### src/rtl/mem_arb_pkg.sv
// State, owner encodings and constants for the fetch/LSU memory arbiter.
package mem_arb_pkg;
    typedef enum logic [1:0] {IDLE, REQ, RSP} arb_state_t;
    typedef enum logic {OWNER_FETCH, OWNER_DATA} owner_t;
    localparam logic [3:0] BE_FULL = 4'hF;
endpackage

### src/rtl/type_pkg.sv
// Shared scalar types for the core's memory-facing interfaces.
package type_pkg;
    typedef logic [31:0] addr_t;
    typedef logic [31:0] data_t;
endpackage

### src/rtl/mem_arbiter_pick.sv
// Winner selection between fetch and data plus next value of the data run counter.
module arb_pick
    import mem_arb_pkg::*;
#(
    parameter int unsigned MAX_DATA_RUN = 4,
    parameter int unsigned RUN_W        = 3
) (
    input  logic             if_req_i,
    input  logic             ls_req_i,
    input  logic [RUN_W-1:0] run_cnt_i,
    output logic             valid_o,
    output owner_t           owner_o,
    output logic [RUN_W-1:0] run_cnt_o
);
    logic fetch_forced;

    always_comb begin
        fetch_forced = (run_cnt_i == RUN_W'(MAX_DATA_RUN));
        valid_o      = if_req_i | ls_req_i;
        owner_o      = OWNER_FETCH;
        if (ls_req_i && !(if_req_i && fetch_forced)) begin
            owner_o = OWNER_DATA;
        end
        // Only a data win over a waiting fetch extends the run; anything else restarts it.
        run_cnt_o = '0;
        if (if_req_i && owner_o == OWNER_DATA) begin
            run_cnt_o = fetch_forced ? run_cnt_i : run_cnt_i + 1'b1;
        end
    end
endmodule

### src/rtl/mem_arbiter.sv
// Single-outstanding arbiter sharing one memory port between fetch and load/store.
module mem_arbiter
    import type_pkg::*;
    import mem_arb_pkg::*;
#(
    parameter int unsigned MAX_DATA_RUN = 4,
    parameter int unsigned RUN_W        = 3
) (
    input  logic        clk,
    input  logic        rst_n,
    input  logic        if_req,
    input  addr_t       if_addr,
    output logic        if_gnt,
    output logic        if_rvalid,
    output data_t       if_rdata,
    input  logic        ls_req,
    input  logic        ls_we,
    input  logic [3:0]  ls_be,
    input  addr_t       ls_addr,
    input  data_t       ls_wdata,
    output logic        ls_gnt,
    output logic        ls_rvalid,
    output data_t       ls_rdata,
    output logic        mem_req,
    output logic        mem_we,
    output logic [3:0]  mem_be,
    output logic [31:0] mem_addr,
    output logic [31:0] mem_wdata,
    input  logic        mem_gnt,
    input  logic        mem_rvalid,
    input  logic [31:0] mem_rdata
);
    arb_state_t       state_q;
    owner_t           owner_q;
    logic [RUN_W-1:0] run_cnt_q;
    logic [RUN_W-1:0] run_cnt_d;
    logic             mem_req_q;
    logic             mem_we_q;
    logic [3:0]       mem_be_q;
    addr_t            mem_addr_q;
    data_t            mem_wdata_q;
    logic             pick_valid;
    owner_t           pick_owner;

    arb_pick #(
        .MAX_DATA_RUN(MAX_DATA_RUN),
        .RUN_W       (RUN_W)
    ) u_pick (
        .if_req_i (if_req),
        .ls_req_i (ls_req),
        .run_cnt_i(run_cnt_q),
        .valid_o  (pick_valid),
        .owner_o  (pick_owner),
        .run_cnt_o(run_cnt_d)
    );

    always_ff @(posedge clk or negedge rst_n) begin
        if (!rst_n) begin
            state_q     <= IDLE;
            owner_q     <= OWNER_FETCH;
            run_cnt_q   <= '0;
            mem_req_q   <= 1'b0;
            mem_we_q    <= 1'b0;
            mem_be_q    <= '0;
            mem_addr_q  <= '0;
            mem_wdata_q <= '0;
        end else begin
            case (state_q)
                IDLE: begin
                    // Every IDLE cycle is an arbitration point for the run counter.
                    run_cnt_q <= run_cnt_d;
                    if (pick_valid) begin
                        owner_q   <= pick_owner;
                        mem_req_q <= 1'b1;
                        state_q   <= REQ;
                        if (pick_owner == OWNER_DATA) begin
                            mem_we_q    <= ls_we;
                            mem_be_q    <= ls_be;
                            mem_addr_q  <= ls_addr;
                            mem_wdata_q <= ls_wdata;
                        end else begin
                            mem_we_q    <= 1'b0;
                            mem_be_q    <= BE_FULL;
                            mem_addr_q  <= if_addr;
                            mem_wdata_q <= '0;
                        end
                    end
                end
                REQ: begin
                    if (mem_gnt) begin
                        mem_req_q <= 1'b0;
                        state_q   <= RSP;
                    end
                end
                RSP: begin
                    if (mem_rvalid) begin
                        state_q <= IDLE;
                    end
                end
                default: state_q <= IDLE;
            endcase
        end
    end

    always_comb begin
        if_gnt    = (state_q == REQ) && mem_gnt    && (owner_q == OWNER_FETCH);
        ls_gnt    = (state_q == REQ) && mem_gnt    && (owner_q == OWNER_DATA);
        if_rvalid = (state_q == RSP) && mem_rvalid && (owner_q == OWNER_FETCH);
        ls_rvalid = (state_q == RSP) && mem_rvalid && (owner_q == OWNER_DATA);
        if_rdata  = mem_rdata;
        ls_rdata  = mem_rdata;
        mem_req   = mem_req_q;
        mem_we    = mem_we_q;
        mem_be    = mem_be_q;
        mem_addr  = mem_addr_q;
        mem_wdata = mem_wdata_q;
    end
endmodule

### config.mk
export PLATFORM = sky130hd
export DESIGN_NAME = mem_arbiter
export DESIGN_NICKNAME = d
export VERILOG_FILES = /design/src/rtl/mem_arb_pkg.sv /design/src/rtl/type_pkg.sv /design/src/rtl/mem_arbiter_pick.sv /design/src/rtl/mem_arbiter.sv
export SDC_FILE = /design/constraint.sdc
export NUM_CORES = 1
export LEC_CHECK = 0
export CAP_MARGIN = 25
export CORE_AREA = 2 2 107 109
export DETAILED_ROUTE_END_ITERATION = 10
export DIE_AREA = 0 0 109 111
export PLACE_DENSITY = 0.81
export SYNTH_ARGS = -nofsm -noshare
export SYNTH_HDL_FRONTEND = slang
export SYNTH_HIERARCHICAL = 1
export SYNTH_SLANG_ARGS = --single-unit
### constraint.sdc
create_clock -name clk -period 3.1 [get_ports clk]
set_input_delay 0.31 -clock clk [delete_from_list [all_inputs] [get_ports clk]]
set_output_delay 0.31 -clock clk [all_outputs]
set_load 0.03 [all_outputs]
Word level (Yosys, flattened, before mapping)
Index checks and enable logic that the tools add are counted.
Widths: inputs -> output; s select.
- input bits: 139
- logic and storage cells: 48
- output and inout port bits: 138
- bits in registers: 76
- muxes and demuxes: 14
- bitwise operators: 2
- reduce and logical (&&, ||, !) cells: 16
- equal/unequal tests: 7
- $add $sub $neg: 1
- operators with widths (cell ; count):
    $mux 32 ; 2
    $logic_and 1x1->1 ; 9
    $ne 2x2->1 const B ; 4
    $mux 2 ; 3
    $mux 3 ; 2
    $pmux 2 s3 ; 1
    $reduce_and 3->1 ; 2
    $mux 1 ; 4
    $mux 4 ; 1
    $reduce_and 2->1 ; 2
    $add 3x1->3 const B ; 1
    $eq 3x3->1 const B ; 1
    $eq 2x1->1 const B ; 1
    $eq 2x2->1 const B ; 1
    $logic_not 2->1 ; 1
    $pmux 1 s2 ; 1
    $reduce_bool 2->1 ; 1
    $logic_not 1->1 ; 1
    $not 1->1 ; 1
    $or 1x1->1 ; 1

Longest topological paths before layout
- depth in word-level cells: 8
- depth in mapped cells: 7

Cells and area by module
The synthesis kept the hierarchy.
- modules (own cells, without submodules) (module ; cells an instance ; area an instance (µm²) ; instances):
    mem_arbiter ; 392 ; 3714.8 ; 1
    arb_pick ; 14 ; 96.3 ; 1

Worst setup path after synthesis
Ideal clock, no wire load.
- kind: reg-to-reg
- start: register run_cnt_q[0]
- end: register mem_addr_q[13], in the netlist mem_addr[13]
- path slack: 1336 ps
- library setup time: 132 ps
- data arrival time: 1631 ps
- stages on the path, launching flop included: 8
- required time: 2968 ps
- clock period less this slack: 1764 ps
- cells stage by stage: dfrtp_1 > inv_1 > ha_1 > a31oi_1 > clkbuf_1 > clkbuf_1 > mux2i_1 > o21ai_1
- longest elaborated chain between the ends: 6
- RTL lines (what ; RTL line ; source):
    start, declared ; mem_arbiter.sv:35 ; logic [RUN_W-1:0] run_cnt_q;
    start signal, assigned ; mem_arbiter.sv:71 ; run_cnt_q <= run_cnt_d;
    $eq 3x3->1 ; mem_arbiter_pick.sv:18 ; fetch_forced = (run_cnt_i == RUN_W'(MAX_DATA_RUN));
    $logic_and 1x1->1 ; mem_arbiter_pick.sv:21 ; if (ls_req_i && !(if_req_i && fetch_forced)) begin
    $logic_not 1->1 ; mem_arbiter_pick.sv:21 ;
    $logic_and 1x1->1 ; mem_arbiter_pick.sv:21 ;
    $mux 1 ; mem_arbiter_pick.sv:21 ;
    net pick_owner ; mem_arbiter.sv:43 ; owner_t pick_owner;
    $mux 32 ; mem_arbiter.sv:76 ; if (pick_owner == OWNER_DATA) begin
    end signal, assigned ; mem_arbiter.sv:79 ; mem_addr_q <= ls_addr;
    end signal, assigned ; mem_arbiter.sv:84 ; mem_addr_q <= if_addr;
    end, declared ; mem_arbiter.sv:40 ; addr_t mem_addr_q;
The timed path passes the listed nets, and every way through them passes these cells.
A chain may end at the register's enable or synchronous reset.

Worst setup path in the final report
- start: register state_q[1]
- end: output if_gnt
- longest elaborated chain between the ends: 3
- RTL lines (what ; RTL line ; source):
    start, declared ; mem_arbiter.sv:33 ; arb_state_t state_q;
    start signal, assigned ; mem_arbiter.sv:59 ; state_q <= IDLE;
    start signal, assigned ; mem_arbiter.sv:75 ; state_q <= REQ;
    start signal, assigned ; mem_arbiter.sv:92 ; state_q <= RSP;
    $eq 2x1->1 ; mem_arbiter.sv:106 ; if_gnt = (state_q == REQ) && mem_gnt && (owner_q == OWNER_FETCH);
    $logic_and 1x1->1 (2 in a row) ; mem_arbiter.sv:106 ;
    end, declared ; mem_arbiter.sv:13 ; output logic if_gnt,
Every way passes these cells.

==> flow_metrics.tcl <==
set metrics [dict create \
    synth-compound-area-share_pct 10.2 \
    htree_levels 3 \
    syn_inst 406 \
    synth-xor-area-share_pct 0 \
    timing.rr.end "mem_addr[27]$_DFFE_PN0P_" \
    hold_path.class "in -> async" \
    rsz0062_at_grt "false" \
    ys_ff_latch 76 \
    worst_slew_margin_rel_pct 74.7 \
    die-area_um2 12100 \
    num_vias 3045 \
    syn_avg_cell_area_um2 9.39 \
    skew_ns 0.00971 \
    first_iter_violations 189 \
    vias_per_cell 4.60 \
    netlist_area_um2 3810 \
    pwr_density_cell_nw_per_um2 963 \
    period_share_pct 68.9 \
    row_count 39 \
    post_cts_resized 0 \
    grt_remaining_overflow 0 \
    start_util_pct 34.4 \
    design_area_um2 5640 \
    yosysWarnings 6 \
    synthSimpleGateAreaFrac_pct 13.1 \
    antenna_cells 0 \
    cts_buffers 9 \
    antenna_left 0 \
    cp.arrival_ns 1.82 \
    leakage_nw 2.46 \
    synth_cell_types 29 \
    timing.rr.start "run_cnt_q[0]$_DFFE_PN0N_" \
    insertion_delay_ns 0.32 \
    clkSinkCount 76 \
    port_buffers 180 \
    post-route-drc-count 0 \
    antenna_found_initial 0 \
    finalMaxSlewViolations 0 \
    grt_pass1_wl_um 15000 \
    placed_area_um2 5260 \
    synthTopCellsByArea "dfrtp_1, buf_4, nand2_1" \
    grt.total_usage_pct 15.8 \
    gp_congestion 0.761 \
    die-width_um 109 \
    finalSetupViolations 0 \
    place_hpwl_um 6880 \
    critPathLaunchType "register" \
    fillers 1020 \
    ir_drop_mv 0.497 \
    worst_ep_required_time_ns 2.79 \
    cts_tree "yes" \
    hold_viol 0 \
    die_h_um 111 \
    synth_mux_area_share_pct 9.68 \
    seq_area_frac_synth_pct 49.9 \
    fmax_mhz 469 \
    worst_pin_slew_ns 0.380 \
    io_pins 277 \
    status "complete, no violations" \
    routed_wl_um 9300 \
    drt-wirelength-per-cell_um 14.1 \
    synth_top_cell_by_area "dfrtp_1" \
    timing.setup.tns_ns 0 \
    core-area_um2 11100 \
    path_class "reg -> out" \
    synth.top_cell.area_share_pct 49.9 \
    cts-root-buf "clkbuf_16" \
    area.growth.synth_to_final_pct 47.9 \
    drv_cap 0 \
    synth-adder-area-share_pct 0.657 \
    grt_pass1_vias 3095 \
    syn_nets 547 \
    nNetsFinal 655 \
    ff2ff_path_depth 6 \
    period_minus_slack_ns 2.13 \
    clkSlewWorstSetupHoldPaths_ns 0.06 \
    synth_top_family_by_area "buffers and inverters" \
    cts_buffer_depth 2 \
    r2r_slack_ns 1.31 \
    drtPass1Iterations 4 \
    grt_max_degree 77 \
    cp_max_fo 6 \
    drive_gt1_share_pct 5.39 \
    cp-end-kind "output port" \
]
[final cells by class]
type / count / area (µm²) / area share (%)
clock buffers: 13 / 270 / 4.80
clock inverters: 3 / 67.6 / 1.20
inverters: 6 / 22.5 / 0.400
multi-input cells: 236 / 1300 / 23.0
flip-flops and latches: 76 / 1900 / 33.7
well taps: 143 / 179 / 3.17
repair buffers: 185 / 1900 / 33.7
[placed cells by master (no fill, tap or decap), drive strengths merged]
master | netlist | layout
ha | 2 | 2
or2 | 1 | 1
o21ai | 71 | 71
nor2 | 4 | 4
a31oi | 1 | 1
nor3b | 1 | 1
clkdlybuf4s50 | 0 | 179
nand2b | 1 | 1
nand3 | 1 | 1
o31ai | 1 | 1
a21oi | 2 | 2
nor3 | 2 | 2
or3b | 2 | 2
dlygate4sd3 | 0 | 1
clkbuf | 18 | 13
dfrtp | 76 | 76
clkinvlp | 0 | 1
bufinv | 0 | 2
inv | 6 | 6
mux2 | 4 | 4
nand2 | 105 | 105
nor2b | 4 | 4
buf | 70 | 5
a211oi | 1 | 1
mux2i | 32 | 32
and4 | 1 | 1
[worst max-delay path, stage by stage (launching register included)]
cell and delay, ns:
dfrtp_1 0.43, inv_1 0.13, nand3_1 0.14, nor2_1 0.13, clkdlybuf4s50_1 0.68
[worst max path at each step]
stage / startpoint / endpoint / slack (ns) / cells past startpoint
2_1_floorplan: run_cnt_q[0]$_DFFE_PN0N_ / mem_addr[13]$_DFFE_PN0P_ / 1.34 / 7
3_3_place_gp: if_req / mem_addr[17]$_DFFE_PN0P_ / 1.04 / 5
3_5_place_dp: if_req / mem_addr[19]$_DFFE_PN0P_ / 0.97 / 5
4_1_cts: state_q[1]$_DFFE_PN0P_ / if_gnt / 0.98 / 4
5_1_grt: state_q[1]$_DFFE_PN0P_ / if_gnt / 0.90 / 4
6_report: state_q[1]$_DFFE_PN0P_ / if_gnt / 0.97 / 4
[layer usage]
layer	vias to the layer above	global-route usage (%)	routed length, µm
li1	1471	-	-
met1	1396	16.6	3410
met5	-	0	0
met3	26	4.70	829
met2	152	28.4	4840
met4	0	6.75	220
[metrics by stage]
stage	total power, mW	hold slack, ns	util (%)	setup slack, ns	cells
final	5.43	0.322	50.9	0.966	662
after global routing	5.76	0.323	50.9	0.898	662
after CTS	5.49	0.174	50.5	0.976	660
after detailed placement	4.30	0.472	47.5	0.971	644
after global placement	4.22	0.461	47.5	1.04	644
after floorplan	3.30	0.0144	-	1.34	406
[sequential cells by signal, summed over array words and instances, names as in the netlist]
signal and cells:
mem_addr 32, mem_be 4, mem_req 1, mem_wdata 32, mem_we 1, owner_q 1, run_cnt_q 3, state_q 2
[synth_stat cells (all sizes together)]
library cell    n
nand2         105
dfrtp          76
o21ai          71
buf            70
mux2i          32
clkbuf         18
inv             6
mux2            4
nor2            4
nor2b           4
a21oi           2
ha              2
nor3            2
or3b            2
a211oi          1
a31oi           1
and4            1
nand2b          1
nand3           1
nor3b           1
o31ai           1
or2             1
[logic make-up after synthesis]
group                    Yosys count
AO/OA/AOI/OAI                     76
adder cells (fa/ha/maj)            2
multiplexers                      36
flip-flops                        76
AND/OR/NAND/NOR                  122
buffers and inverters             94
[repair_timing]
action | 4_1_cts | 5_1_grt
endpoints found under the hold margin | 0 | 1
hold buffers | 0 | 1
buffers inserted | 0 | 0
[power by group]
group / internal (mW) / switching, mW
registers: 1.42 / 0.259
logic: 1.08 / 1.51
clock network: 0.771 / 0.391
No activity file was read; power rests on OpenSTA's default activity.
